## config.mk

```make
export PLATFORM = sky130hd
export DESIGN_NAME = rotary_detent_value_flat
export DESIGN_NICKNAME = d
export VERILOG_FILES = /design/src/rtl/rotary_detent_value_pkg.sv /design/src/rtl/rotary_detent_value_if.sv /design/src/rtl/rotary_detent_value_detent_accumulator.sv /design/src/rtl/rotary_detent_value.sv /design/src/flat_wrapper.sv
export SDC_FILE = /design/constraint.sdc
export NUM_CORES = 1
export LEC_CHECK = 0
export ABC_AREA = 1
export BUFFER_PORTS_ARGS = -buffer_cell sky130_fd_sc_hd__buf_4
export CORE_MARGIN = 1
export CORE_UTILIZATION = 40
export CTS_CLUSTER_DIAMETER = 80
export DETAILED_ROUTE_END_ITERATION = 12
export GPL_TIMING_DRIVEN = 0
export SLEW_MARGIN = 0
export SYNTH_ARGS = -nofsm -noshare
export SYNTH_HDL_FRONTEND = slang
export SYNTH_SLANG_ARGS = --single-unit
export TNS_END_PERCENT = 1
```

## constraint.sdc

```tcl
create_clock -name clk -period 5 [get_ports clk]
set_input_delay 1 -clock clk [delete_from_list [all_inputs] [get_ports clk]]
set_output_delay 1 -clock clk [all_outputs]
set_load 0.03 [all_outputs]
```

## src/rtl/rotary_detent_value_pkg.sv

```systemverilog
// Shared types and constants for the rotary detent value block.
package rotary_pkg;

  localparam int ENC_COUNT_W = 8;

  typedef enum logic {
    SYNC = 1'b0,
    RUN  = 1'b1
  } rot_state_e;

endpackage

```

## src/rtl/rotary_detent_value_if.sv

```systemverilog
// Signal bundle between the encoder/button front end (master) and the
// detent value block (slave).
interface rotary_detent_value_if #(
  parameter int WIDTH = 8
);

  // No handshake: enc_count and button are level signals sampled every clock;
  // value/at_limit are levels and changed is a single-cycle strobe.
  logic [rotary_pkg::ENC_COUNT_W-1:0] enc_count;
  logic                               button;
  logic [WIDTH-1:0]                   value;
  logic                               changed;
  logic                               at_limit;

  modport master (
    output enc_count,
    output button,
    input  value,
    input  changed,
    input  at_limit
  );

  modport slave (
    input  enc_count,
    input  button,
    output value,
    output changed,
    output at_limit
  );

endinterface

```

## src/rtl/rotary_detent_value_detent_accumulator.sv

```systemverilog
// Turns the wrapping encoder count into detent up/down events, keeping the
// sub-detent residual between cycles.
module detent_accumulator
  import rotary_pkg::*;
#(
  parameter int COUNTS_PER_DETENT = 4
) (
  input  logic                   clk,
  input  logic                   rst_n,
  input  logic                   run_i,
  input  logic                   clear_i,
  input  logic [ENC_COUNT_W-1:0] enc_count_i,
  output logic                   det_up_o,
  output logic                   det_down_o
);

  localparam logic signed [ENC_COUNT_W:0] CPD = (ENC_COUNT_W+1)'(COUNTS_PER_DETENT);

  logic [ENC_COUNT_W-1:0]        enc_prev_q;
  logic signed [ENC_COUNT_W:0]   acc_q, acc_d;
  logic signed [ENC_COUNT_W-1:0] delta;
  logic signed [ENC_COUNT_W:0]   sum;

  // Modular subtraction then signed reinterpretation gives correct wrap deltas.
  always_comb begin
    delta      = $signed(enc_count_i - enc_prev_q);
    sum        = acc_q + $signed({delta[ENC_COUNT_W-1], delta});
    det_up_o   = 1'b0;
    det_down_o = 1'b0;
    acc_d      = acc_q;
    if (run_i) begin
      if (sum >= CPD) begin
        det_up_o = 1'b1;
        acc_d    = sum - CPD;
      end else if (sum <= -CPD) begin
        det_down_o = 1'b1;
        acc_d      = sum + CPD;
      end else begin
        acc_d = sum;
      end
      if (clear_i) begin
        acc_d = '0;
      end
    end
  end

  always_ff @(posedge clk or negedge rst_n) begin
    if (!rst_n) begin
      enc_prev_q <= '0;
      acc_q      <= '0;
    end else begin
      enc_prev_q <= enc_count_i;
      acc_q      <= acc_d;
    end
  end

endmodule

```

## src/rtl/rotary_detent_value.sv

```systemverilog
// Bounded, saturating user value driven by encoder detents; button restores
// the default. Optional acceleration under ROTARY_ACCEL_EN.
module rotary_detent_value
  import rotary_pkg::*;
#(
  parameter int WIDTH             = 8,
  parameter int MIN_VAL           = 0,
  parameter int MAX_VAL           = 15,
  parameter int INIT_VAL          = 0,
  parameter int COUNTS_PER_DETENT = 4,
  parameter int ACCEL_WINDOW      = 2000000,
  parameter int ACCEL_STEP        = 4
) (
  input  logic                  clk,
  input  logic                  rst_n,
  rotary_detent_value_if.slave  bus,
  output rot_state_e            dbg_state_o
);

  localparam logic [WIDTH:0]   MIN_EXT       = (WIDTH+1)'(MIN_VAL);
  localparam logic [WIDTH:0]   MAX_EXT       = (WIDTH+1)'(MAX_VAL);
  localparam logic [WIDTH-1:0] INIT_V        = WIDTH'(INIT_VAL);
  localparam logic             INIT_AT_LIMIT = (INIT_VAL == MIN_VAL) || (INIT_VAL == MAX_VAL);

  if (COUNTS_PER_DETENT < 1 || COUNTS_PER_DETENT > 64 || MIN_VAL > INIT_VAL ||
      INIT_VAL > MAX_VAL || MAX_VAL >= (1 << WIDTH) || ACCEL_STEP < 1 ||
      ACCEL_WINDOW < 1) begin : g_bad_params
    $error("rotary_detent_value: illegal parameter combination");
  end

  rot_state_e       state_q, state_d;
  logic             btn_prev_q;
  logic [WIDTH-1:0] value_q, value_d;
  logic             changed_q, changed_d;
  logic             at_limit_q, at_limit_d;
  logic             run, btn_fall, det_up, det_down;
  logic [WIDTH:0]   step, value_ext, up_sum, dn_floor, dn_diff;

  detent_accumulator #(
    .COUNTS_PER_DETENT (COUNTS_PER_DETENT)
  ) u_acc (
    .clk         (clk),
    .rst_n       (rst_n),
    .run_i       (run),
    .clear_i     (btn_fall),
    .enc_count_i (bus.enc_count),
    .det_up_o    (det_up),
    .det_down_o  (det_down)
  );

  // SYNC lasts one cycle after reset so stale counts never produce a detent.
  always_comb begin
    state_d = RUN;
    case (state_q)
      SYNC:    state_d = RUN;
      RUN:     state_d = RUN;
      default: state_d = SYNC;
    endcase
  end

  assign run      = (state_q == RUN);
  assign btn_fall = run && btn_prev_q && !bus.button;

`ifdef ROTARY_ACCEL_EN
  localparam int             ACW      = $clog2(ACCEL_WINDOW + 1);
  localparam logic [ACW-1:0] WINDOW_C = ACW'(ACCEL_WINDOW);

  logic [ACW-1:0] acnt_q, acnt_d;
  logic           dir_up_q, dir_up_d;

  always_comb begin
    acnt_d   = acnt_q;
    dir_up_d = dir_up_q;
    step     = (WIDTH+1)'(1);
    if ((acnt_q < WINDOW_C) && ((det_up && dir_up_q) || (det_down && !dir_up_q))) begin
      step = (WIDTH+1)'(ACCEL_STEP);
    end
    if (btn_fall) begin
      acnt_d = WINDOW_C;
    end else if (det_up || det_down) begin
      acnt_d   = '0;
      dir_up_d = det_up;
    end else if (acnt_q < WINDOW_C) begin
      acnt_d = acnt_q + ACW'(1);
    end
  end

  always_ff @(posedge clk or negedge rst_n) begin
    if (!rst_n) begin
      acnt_q   <= WINDOW_C;
      dir_up_q <= 1'b1;
    end else begin
      acnt_q   <= acnt_d;
      dir_up_q <= dir_up_d;
    end
  end
`else
  assign step = (WIDTH+1)'(1);
`endif

  // Saturation is done one bit wider so the bound test cannot wrap.
  always_comb begin
    value_ext = {1'b0, value_q};
    up_sum    = value_ext + step;
    dn_floor  = MIN_EXT + step;
    dn_diff   = value_ext - step;
    value_d   = value_q;
    if (btn_fall) begin
      value_d = INIT_V;
    end else if (det_up) begin
      value_d = (up_sum > MAX_EXT) ? MAX_EXT[WIDTH-1:0] : up_sum[WIDTH-1:0];
    end else if (det_down) begin
      value_d = (value_ext < dn_floor) ? MIN_EXT[WIDTH-1:0] : dn_diff[WIDTH-1:0];
    end
    changed_d  = (value_d != value_q);
    at_limit_d = ({1'b0, value_d} == MIN_EXT) || ({1'b0, value_d} == MAX_EXT);
  end

  always_ff @(posedge clk or negedge rst_n) begin
    if (!rst_n) begin
      state_q    <= SYNC;
      btn_prev_q <= 1'b1;
      value_q    <= INIT_V;
      changed_q  <= 1'b0;
      at_limit_q <= INIT_AT_LIMIT;
    end else begin
      state_q    <= state_d;
      btn_prev_q <= bus.button;
      value_q    <= value_d;
      changed_q  <= changed_d;
      at_limit_q <= at_limit_d;
    end
  end

  assign bus.value    = value_q;
  assign bus.changed  = changed_q;
  assign bus.at_limit = at_limit_q;
  assign dbg_state_o  = state_q;

endmodule

```

## src/flat_wrapper.sv

```systemverilog
// flat-port wrapper written by rule: the top's interface ports become plain ports
module rotary_detent_value_flat import rotary_pkg::*;
#(
  parameter int WIDTH             = 8,
  parameter int MIN_VAL           = 0,
  parameter int MAX_VAL           = 15,
  parameter int INIT_VAL          = 0,
  parameter int COUNTS_PER_DETENT = 4,
  parameter int ACCEL_WINDOW      = 2000000,
  parameter int ACCEL_STEP        = 4
)
  (clk, rst_n, dbg_state_o, bus_enc_count, bus_button, bus_value, bus_changed, bus_at_limit);
  rotary_detent_value_if #(.WIDTH(WIDTH)) bus_i ();
  input  logic clk;
  input  logic rst_n;
  output rot_state_e dbg_state_o;
  input wire logic [$bits(bus_i.enc_count)-1:0] bus_enc_count;
  input wire logic [$bits(bus_i.button)-1:0] bus_button;
  output wire logic [$bits(bus_i.value)-1:0] bus_value;
  output wire logic [$bits(bus_i.changed)-1:0] bus_changed;
  output wire logic [$bits(bus_i.at_limit)-1:0] bus_at_limit;
  assign bus_i.enc_count = bus_enc_count;
  assign bus_i.button = bus_button;
  assign bus_value = bus_i.value;
  assign bus_changed = bus_i.changed;
  assign bus_at_limit = bus_i.at_limit;
  rotary_detent_value #(.WIDTH(WIDTH), .MIN_VAL(MIN_VAL), .MAX_VAL(MAX_VAL), .INIT_VAL(INIT_VAL), .COUNTS_PER_DETENT(COUNTS_PER_DETENT), .ACCEL_WINDOW(ACCEL_WINDOW), .ACCEL_STEP(ACCEL_STEP)) u_core (.clk(clk), .rst_n(rst_n), .bus(bus_i), .dbg_state_o(dbg_state_o));
endmodule
```

== Word-level counts from Yosys, hierarchy flattened ==
Cells that the tools add are included.

* Register bits after elaboration: 29
* Input port bits: 11
* Output and inout port bits: 11
* Logic and storage cells: 37

* Add/subtract/negate cells: 6
* Order comparisons: 4
* Equality and inequality tests: 2
* Mux-type cells: 13
* Reductions and logical operators: 5

{| class="wikitable"
|+ Operator list
! operator !! number
|-
| 2-to-1 mux 8 bit || 5
|-
| 2-to-1 mux 9 bit || 3
|-
| adder 8 x 1 -> 9 bit, second input constant || 1
|-
| adder 9 x 4 -> 9 bit, second input constant || 1
|-
| adder 9 x 8 -> 9 bit || 1
|-
| >= comparator 9 x 4 -> 1 bit, second input constant || 1
|-
| > comparator 9 x 4 -> 1 bit, second input constant || 1
|-
| <= comparator 9 x 3 -> 1 bit, second input constant || 1
|-
| subtractor 9 x 4 -> 9 bit, second input constant || 1
|-
| equality test 8 x 4 -> 1 bit, second input constant || 1
|-
| logical NOT 8 bit || 1
|-
| < comparator 8 x 1 -> 1 bit, second input constant || 1
|-
| != test 8 bit || 1
|-
| subtractor 8 x 1 -> 8 bit, second input constant || 1
|-
| subtractor 8 bit || 1
|-
| 2-to-1 mux 1 bit || 5
|-
| logical AND 1 bit || 2
|-
| logical NOT 1 bit || 1
|-
| logical OR 1 bit || 1
|}

== Longest topological paths before layout ==
Gate-level depths: netlist (run 1).

* Depth in word-level cells: 11
* Mapped depth: 29
* Gate-level depth less buffers: 29

== Cells and area by module ==
Synthesis (run 1) repeated with hierarchy kept, for this count alone.

* Cells, all modules: 455
* Area, all modules: 2985.4 um^2

{| class="wikitable"
|+ Modules (own cells, without submodules)
! module !! instances !! cells each !! area each (um^2) !! sequential area each (um^2)
|-
| detent_accumulator || 1 || 279 || 1930.6 || 425.4
|-
| rotary_detent_value || 1 || 176 || 1054.8 || 302.8
|}

== Worst setup path after synthesis (run 1) ==
Ideal clock, no wire load.

* Kind: input -> register
* Start: input bus_enc_count[0]
* End: register u_core.changed_q (netlist: u_core.bus.changed)
* Setup time: 0.119 ns
* Arrival: 3.949 ns
* Data required time: 4.881 ns
* Setup slack: 0.932 ns
* Stages: 27
* Path buffers: 0
* Cell sequence: inv_1 ha_1 fa_1 o21ai_0 nand2_1 nand2_1 a21oi_1 xnor2_1 ha_1 nand2_1 inv_1 a21oi_1 nand3_1 nand2_2 nand2_1 nor2_2 nand2_4 nand3_4 nand2_1 nand3_1 nand2_1 nand2_1 nand2_1 clkinv_1 nand2_1 nor2_1 nand2_1

* Word-level cells in the longest chain between the ends: 10
* Elaborated cells between the ends (all ways): 13
* Classes of those cells: add/sub (2); order compare (2); eq/ne (1); mux (8)

{| class="wikitable"
|+ RTL lines
! what !! RTL line !! RTL
|-
| start, declared || flat_wrapper.sv:17 || <nowiki>input wire logic [$bits(bus_i.enc_count)-1:0] bus_enc_count;</nowiki>
|-
| subtractor 8 bit (*) || rotary_detent_value_detent_accumulator.sv:26 || <nowiki>delta = $signed(enc_count_i - enc_prev_q);</nowiki>
|-
| adder 9 x 8 -> 9 bit (*) || rotary_detent_value_detent_accumulator.sv:27 || <nowiki>sum = acc_q + $signed({delta[ENC_COUNT_W-1], delta});</nowiki>
|-
| <= comparator 9 x 3 -> 1 bit || rotary_detent_value_detent_accumulator.sv:35 || <nowiki>end else if (sum <= -CPD) begin</nowiki>
|-
| 2-to-1 mux 1 bit || rotary_detent_value_detent_accumulator.sv:35 ||
|-
| 2-to-1 mux 1 bit || rotary_detent_value_detent_accumulator.sv:32 || <nowiki>if (sum >= CPD) begin</nowiki>
|-
| 2-to-1 mux 1 bit || rotary_detent_value_detent_accumulator.sv:31 || <nowiki>if (run_i) begin</nowiki>
|-
| 2-to-1 mux 8 bit || rotary_detent_value.sv:112 || <nowiki>end else if (det_down) begin</nowiki>
|-
| 2-to-1 mux 8 bit (*) || rotary_detent_value.sv:110 || <nowiki>end else if (det_up) begin</nowiki>
|-
| 2-to-1 mux 8 bit (*) || rotary_detent_value.sv:108 || <nowiki>if (btn_fall) begin</nowiki>
|-
| != test 8 bit (*) || rotary_detent_value.sv:115 || <nowiki>changed_d = (value_d != value_q);</nowiki>
|-
| via u_core.changed_d || rotary_detent_value.sv:34 || <nowiki>logic changed_q, changed_d;</nowiki>
|-
| end signal, assigned || rotary_detent_value.sv:130 || <nowiki>changed_q <= changed_d;</nowiki>
|-
| end, declared || rotary_detent_value.sv:34 ||
|}

Mark *: on every way through the listed nets, which the timed path passes. The rest lies on a longest branch.
A chain may end at the register's enable or synchronous reset.

== Final worst setup path (run 1) ==
* Start: input bus_enc_count[0]
* End: register u_core.at_limit_q (netlist: u_core.bus.at_limit)

* Word-level cells in the longest chain between the ends: 11
* Elaborated cells between the ends (all ways): 15
* Classes of those cells: add/sub (2); order compare (2); eq/ne (1); mux (8); reduce/logical (2)

{| class="wikitable"
|+ RTL lines
! what !! RTL line !! RTL
|-
| subtractor 8 bit (*) || rotary_detent_value_detent_accumulator.sv:26 ||
|-
| adder 9 x 8 -> 9 bit (*) || rotary_detent_value_detent_accumulator.sv:27 ||
|-
| <= comparator 9 x 3 -> 1 bit || rotary_detent_value_detent_accumulator.sv:35 ||
|-
| 2-to-1 mux 1 bit || rotary_detent_value_detent_accumulator.sv:35 ||
|-
| 2-to-1 mux 1 bit || rotary_detent_value_detent_accumulator.sv:32 ||
|-
| 2-to-1 mux 1 bit || rotary_detent_value_detent_accumulator.sv:31 ||
|-
| 2-to-1 mux 8 bit || rotary_detent_value.sv:112 ||
|-
| 2-to-1 mux 8 bit (*) || rotary_detent_value.sv:110 ||
|-
| 2-to-1 mux 8 bit (*) || rotary_detent_value.sv:108 ||
|-
| equality test 8 x 4 -> 1 bit or logical NOT 8 bit (tied branches) || rotary_detent_value.sv:116 || <nowiki>at_limit_d = ({1'b0, value_d} == MIN_EXT) || ({1'b0, value_d} == MAX_EXT);</nowiki>
|-
| logical OR 1 bit (*) || rotary_detent_value.sv:116 ||
|-
| via u_core.at_limit_d || rotary_detent_value.sv:35 || <nowiki>logic at_limit_q, at_limit_d;</nowiki>
|-
| end signal, assigned || rotary_detent_value.sv:131 || <nowiki>at_limit_q <= at_limit_d;</nowiki>
|-
| end, declared || rotary_detent_value.sv:35 ||
|}

Marked as above.

==> results of run 1 <==
worst paths after layout:
check                                            from                          to  slack, ns  depth (start not counted)
hold reg to reg                 u_core.u_acc.acc_q[0]       u_core.u_acc.acc_q[0]       0.51                          2
setup reg to reg           u_core.u_acc.enc_prev_q[0]         u_core.bus.at_limit       1.16                         23
hold / removal                  u_core.u_acc.acc_q[0]       u_core.u_acc.acc_q[0]       0.51                          2
max in group asynchronous                       rst_n           u_core.btn_prev_q       4.04                          1
min in group asynchronous                       rst_n  u_core.u_acc.enc_prev_q[2]       0.63                          1
setup / recovery                     bus_enc_count[0]         u_core.bus.at_limit       0.69                         25
Yosys cell counts (3+ instances only):
library cell,count
nor3_1,3
o21ai_0,14
xor2_1,9
ha_1,22
inv_1,72
a21oi_1,11
xnor2_1,5
nand3_1,36
nand2_1,128
nor2_1,29
nor2_2,3
nand2_4,3
nand4_1,21
nand2_2,6
dfrtp_1,27
o21ai_1,3
power groups by stage:
stage | Combinational, W | Sequential [W] | Clock (W)
after floorplan | 0.00123 | 0.000419 | 0
final | 0.00163 | 0.000379 | 0.000221
after CTS | 0.00163 | 0.000378 | 0.000234
after global routing | 0.00188 | 0.000389 | 0.000240
after global placement | 0.00161 | 0.000381 | 0
after detailed placement | 0.00162 | 0.000381 | 0
metal layers:
layer  GRT usage [%]  wire length [µm]  vias up  share of wire, %
met3            3.11               247        9               3.9
met5               0                 0        -                 0
met1            28.4              3460     1161                54
met4            8.33               133        0               2.1
li1                -                 -     1397                 -
met2            28.0              2540       39                40
flip-flops by register name (all words and copies together), names as in the netlist:
register	flops
u_core.u_acc.acc_q	9
u_core.u_acc.enc_prev_q	8
u_core.bus.value	8
u_core.dbg_state_o	1
u_core.bus.at_limit	1
u_core.btn_prev_q	1
u_core.bus.changed	1
area by class of cell:
class                      instances  share of cell area [%]
buffer                             5                   0.759
clock buffer                       7                    3.08
clock inverter                     1                   0.160
inverter                          76                    9.11
multi-input combinational        312                    55.5
sequential                        29                    23.3
tap                               77                    3.08
timing repair buffer              21                    5.03
worst max-delay path: stages:
cell      delay, ns
buf_4          0.08
inv_1          0.03
ha_1           0.21
fa_1           0.40
o21ai_0        0.28
nand2_1        0.08
nand2_1        0.07
a21oi_1        0.07
xnor2_1        0.21
ha_1           0.31
nand2_1        0.10
inv_1          0.04
a21oi_1        0.17
nand2_1        0.08
nand2_1        0.07
nand2_2        0.11
nand2_1        0.10
nor2_2         0.05
nand2_4        0.13
nand2_2        0.10
inv_2          0.10
nand3_2        0.10
o211ai_1       0.27
nand4_1        0.20
a21oi_1        0.17
per-stage QoR:
step | hold slack [ns] | power, W | instance area [µm²]
after floorplan | 0.455 | 0.00165 | 2780
after global placement | 0.481 | 0.00199 | 3030
after detailed placement | 0.499 | 0.00200 | 3030
after CTS | 0.516 | 0.00224 | 3130
after global routing | 0.551 | 0.00251 | 3130
final | 0.510 | 0.00223 | 3130
cells by family (layout without fill, tap and decap cells):
| logic type | Yosys count | in the layout | share of synthesized area [%] |
|---|---|---|---|
| and+or+nand+nor | 237 | 237 | 39.3 |
| buffers and inverters | 81 | 110 | 11.1 |
| AOI/OAI and AO/OA | 35 | 35 | 6.89 |
| DFF | 29 | 29 | 26.2 |
| adders and majority gates | 24 | 24 | 11.4 |
| xor gates and xnor gates | 15 | 15 | 5.00 |
| other | 1 | 1 | 0.135 |
==> flow_metrics.tcl, run 1 <==
set metrics [dict create \
    p_clk_share_pct 9.9 \
    ys_types 35 \
    netlist_area_um2 2780 \
    synth-async-reset-ratio_pct 100 \
    fin_crit_sh_pct 86.2 \
    p_sw_share_pct 55.7 \
    min-delay-path-class "flip-flop to flip-flop" \
    ys_ff_latch 29 \
    drc 0 \
    dp_hpwl_mm 5.01 \
    timing.final.ws_setup_ns 0.692 \
    wl_per_cell_um 12.1 \
    fp.dieArea_um2 7280 \
    cts-resized-gates 0 \
    portBuffers 21 \
    cts_tree "built" \
    gr-total-overflow 0 \
    areaGrowthSynthToFinish_pct 12.8 \
    insertion_delay_ns 0.29 \
    wl_mm 6.38 \
    irDropWorstVdd_uv 238 \
    powerDensity_nw_per_um2 712 \
    avgSynthCellArea_um2 6.58 \
    syn_inst 422 \
    drtAntennaViolNets 0 \
    die_x_um 85.3 \
    ys_warn_count 0 \
    synth.net_count 457 \
    fp-row-count 29 \
    hold_violations 0 \
    p_seq_share_pct 17.0 \
    drive_gt1_share_pct 12.4 \
    rsz0062_at_grt "false" \
    start_util_pct 42.5 \
    finalClockSkew_ns 0.00700 \
    cp-start-kind "primary input" \
    path_clk_slew_ns 0.07 \
    relSlewSlack_pct 62.0 \
    ys_seq_area_share_pct 26.2 \
    final_util_pct 48.0 \
    multi_input_area_um2 1740 \
    via_count 2606 \
    dominantRegCellSynth "dfrtp_1" \
    cts_setup_buffers 0 \
    synthTopCellsByArea "dfrtp_1, nand2_1, ha_1, inv_1, nand3_1" \
    ios 22 \
    report.final.slew_viol_count 0 \
    grt_pass1_vias 2406 \
    fill_cells 698 \
    drv_cap 0 \
    combPwrFrac_pct 73.1 \
    crit_arrival_ns 4.53 \
    final-seq-area_um2 728 \
    crit_type "primary input to flip-flop" \
    pre_cts_slack_ns 0.428 \
    die_y_um 85.3 \
    cp_max_fo 9 \
    grt_use_total_pct 19.4 \
    setup-violations-final 0 \
    ctsHtreeMaxLevel 2 \
    yosysTopAreaCell "dfrtp_1" \
    vias_per_cell 4.94 \
    yosysTopAreaCellShare_pct 24.3 \
    p_sw_w 0.00124 \
    clk_path_buf_depth 2 \
    hold_buffers 0 \
    numCtsBuffers 5 \
    max_freq_ghz 0.232 \
    worstMarginPinSlew_ns 0.570 \
    p_int_w 0.000988 \
    final_common_cell "nand2_1" \
    synth_edf_count 0 \
    clock_sinks 29 \
    dpl.cell_count 520 \
    critPathCaptureType "flip-flop" \
    final_cells 528 \
    leakagePower_nw 1.75 \
    antenna_cells 0 \
    final_nets 485 \
    mostFrequentLayoutCells "nand2_1, inv_1, nand3_1" \
    drt_iter0_drc 139 \
    grt_max_degree 30 \
    outcome "finished clean" \
    required_ns 5.22 \
    core_um2 6530 \
    first_pass_iters 4 \
    root_buffer "clkbuf_8" \
    antenna_found_initial 0 \
    globalplace.congestion 0.864 \
    fin_setup_tns_ns 0 \
    grt_pass1_wl_mm 11.1 \
    layout_min_cycle_time_ns 4.31 \
]
No activity file was read; power rests on OpenSTA's default activity.
==> inputs of run 2 (changes only) <==
Settings changed: CORE_ASPECT_RATIO set to 1.5.
==> flow_metrics.tcl, run 2 (synthesis gave the netlist of run 1 again) <==
set metrics [dict create \
    outcome "finished clean" \
    drtAntennaViolNets 0 \
    setup-violations-final 0 \
    hold_buffers 0 \
    worstHoldStart "u_core.u_acc.acc_q[0]" \
    ctsHtreeMaxLevel 2 \
    grt_pass1_wl_mm 11.6 \
    rr_worst_depth 23 \
    areaGrowthSynthToFinish_pct 12.2 \
    p_sw_w 0.00125 \
    drv_cap 0 \
    via_count 2693 \
    max_freq_ghz 0.230 \
    numCtsBuffers 5 \
    drive_gt1_share_pct 12.0 \
    leakagePower_nw 1.74 \
    grt_use_total_pct 19.8 \
    holdPathStages 2 \
    fp-row-count 36 \
    largest_register_ffs 9 \
    grt_max_degree 30 \
    cp-start-kind "primary input" \
    reg2reg_slack_ns 1.13 \
    placed_area_um2 3030 \
    fill_cells 707 \
    relSlewSlack_pct 65.8 \
    cts_tree "built" \
    drt_iter0_drc 113 \
    die_y_um 104 \
    p_sw_share_pct 56.2 \
    ios 22 \
    r2r_end "u_core.bus.at_limit" \
    hold_violations 0 \
    fin_setup_tns_ns 0 \
    antenna_found_initial 0 \
    cpMostUsedCell "nand2_1" \
    wl_mm 6.80 \
    whs_endpoint "u_core.u_acc.acc_q[0]" \
    layout_min_cycle_time_ns 4.34 \
    cp_slowest_cell "fa_1" \
    drc 0 \
    dp_hpwl_mm 5.43 \
    portBuffers 21 \
    clk_path_buf_depth 2 \
    gr-total-overflow 0 \
    vias_per_cell 5.12 \
    start_util_pct 41.9 \
    rsz0062_at_grt "false" \
    final_cells 526 \
    top_register "u_core.u_acc.acc_q" \
    reg2reg_from "u_core.u_acc.enc_prev_q[0]" \
    stdcell_area_um2 3120 \
    cp_max_fo 9 \
    worstMarginPinSlew_ns 0.513 \
    required_ns 5.21 \
    combPwrFrac_pct 74.0 \
    path_clk_slew_ns 0.06 \
    clock_sinks 29 \
    critPathCaptureType "flip-flop" \
    globalplace.congestion 0.866 \
    crit_type "primary input to flip-flop" \
    finalClockSkew_ns 0.00740 \
    min-delay-path-class "flip-flop to flip-flop" \
    hold-worst-slack_ns 0.500 \
    cts_setup_buffers 0 \
    powerDensity_nw_per_um2 712 \
    cp_num_buf_inv 4 \
    antenna_cells 0 \
    insertion_delay_ns 0.29 \
    wl_per_cell_um 12.9 \
    power_w 0.00222 \
    dpl.cell_count 519 \
    timing.critical_path.max_delay_family "simple AND/OR/NAND/NOR gates" \
    fp.dieArea_um2 7290 \
    irDropWorstVdd_uv 337 \
    p_clk_share_pct 9.2 \
    slowest_delay_ns 0.41 \
    final_nets 485 \
    report.final.slew_viol_count 0 \
    fin_crit_sh_pct 86.9 \
    root_buffer "clkbuf_8" \
    first_pass_iters 4 \
    die_x_um 70.0 \
    p_int_w 0.000973 \
    cts-resized-gates 0 \
    crit_arrival_ns 4.55 \
    final_common_cell "nand2_1" \
    p_seq_share_pct 16.8 \
    grt_pass1_vias 2631 \
    core_um2 6620 \
    mostFrequentLayoutCells "nand2_1, inv_1, nand3_1" \
]
-- run 2: cell types whose count changed in the layout (fill, tap and decap cells not counted), sizes merged --
| cell | change |
|---|---|
| clkinv | -1 |
-- run 2: metrics by stage --
step	worst slack [ns]	utilization, %
6_report	0.657	47.1
5_1_grt	0.278	47.1
4_1_cts	0.595	47.1
3_5_place_dp	0.317	45.7
3_3_place_gp	0.321	45.7
2_1_floorplan	0.932	-
-- run 2: worst max-delay path by stage --
stage	from	end	slack [ns]	cells after the start
6_report	bus_enc_count[0]	u_core.bus.at_limit	0.66	25
5_1_grt	bus_enc_count[0]	u_core.bus.at_limit	0.28	25
4_1_cts	bus_enc_count[0]	u_core.bus.at_limit	0.59	25
3_5_place_dp	bus_enc_count[0]	u_core.bus.at_limit	0.32	25
3_3_place_gp	bus_enc_count[0]	u_core.bus.at_limit	0.32	25
2_1_floorplan	bus_enc_count[0]	u_core.bus.changed	0.93	27
-- run 2: power by group through the flow --
stage / sequential (W) / clock (W) / combinational [W]
finish: 0.000372 / 0.000205 / 0.00164
global route: 0.000381 / 0.000217 / 0.00188
CTS: 0.000371 / 0.000214 / 0.00165
detailed placement: 0.000375 / 0 / 0.00164
global placement: 0.000374 / 0 / 0.00162
floorplan: 0.000419 / 0 / 0.00123
-- run 2: worst min-delay path, stage by stage (launching register included) --
cell and delay (ns):
dfrtp_1 0.35, nand2_1 0.05, o21ai_0 0.06
-- run 2: per-layer routing --
metal / part of all wire (%) / wire length, µm / GRT usage (%) / vias up
met5: 0 / 0 / 0 / -
met4: 2.7 / 184 / 9.29 / 0
met3: 2.3 / 159 / 2.52 / 15
met2: 56 / 3830 / 38.7 / 45
met1: 39 / 2620 / 20.1 / 1235
li1: - / - / - / 1398
-- run 2: area by class of cell --
cell class / instances / area (µm²) / share of cell area, %
inverter: 76 / 285 / 9.16
sequential: 29 / 728 / 23.4
multi-input combinational: 312 / 1740 / 55.8
clock buffer: 7 / 86.3 / 2.77
timing repair buffer: 21 / 158 / 5.06
buffer: 5 / 23.8 / 0.763
tap: 76 / 95.1 / 3.05
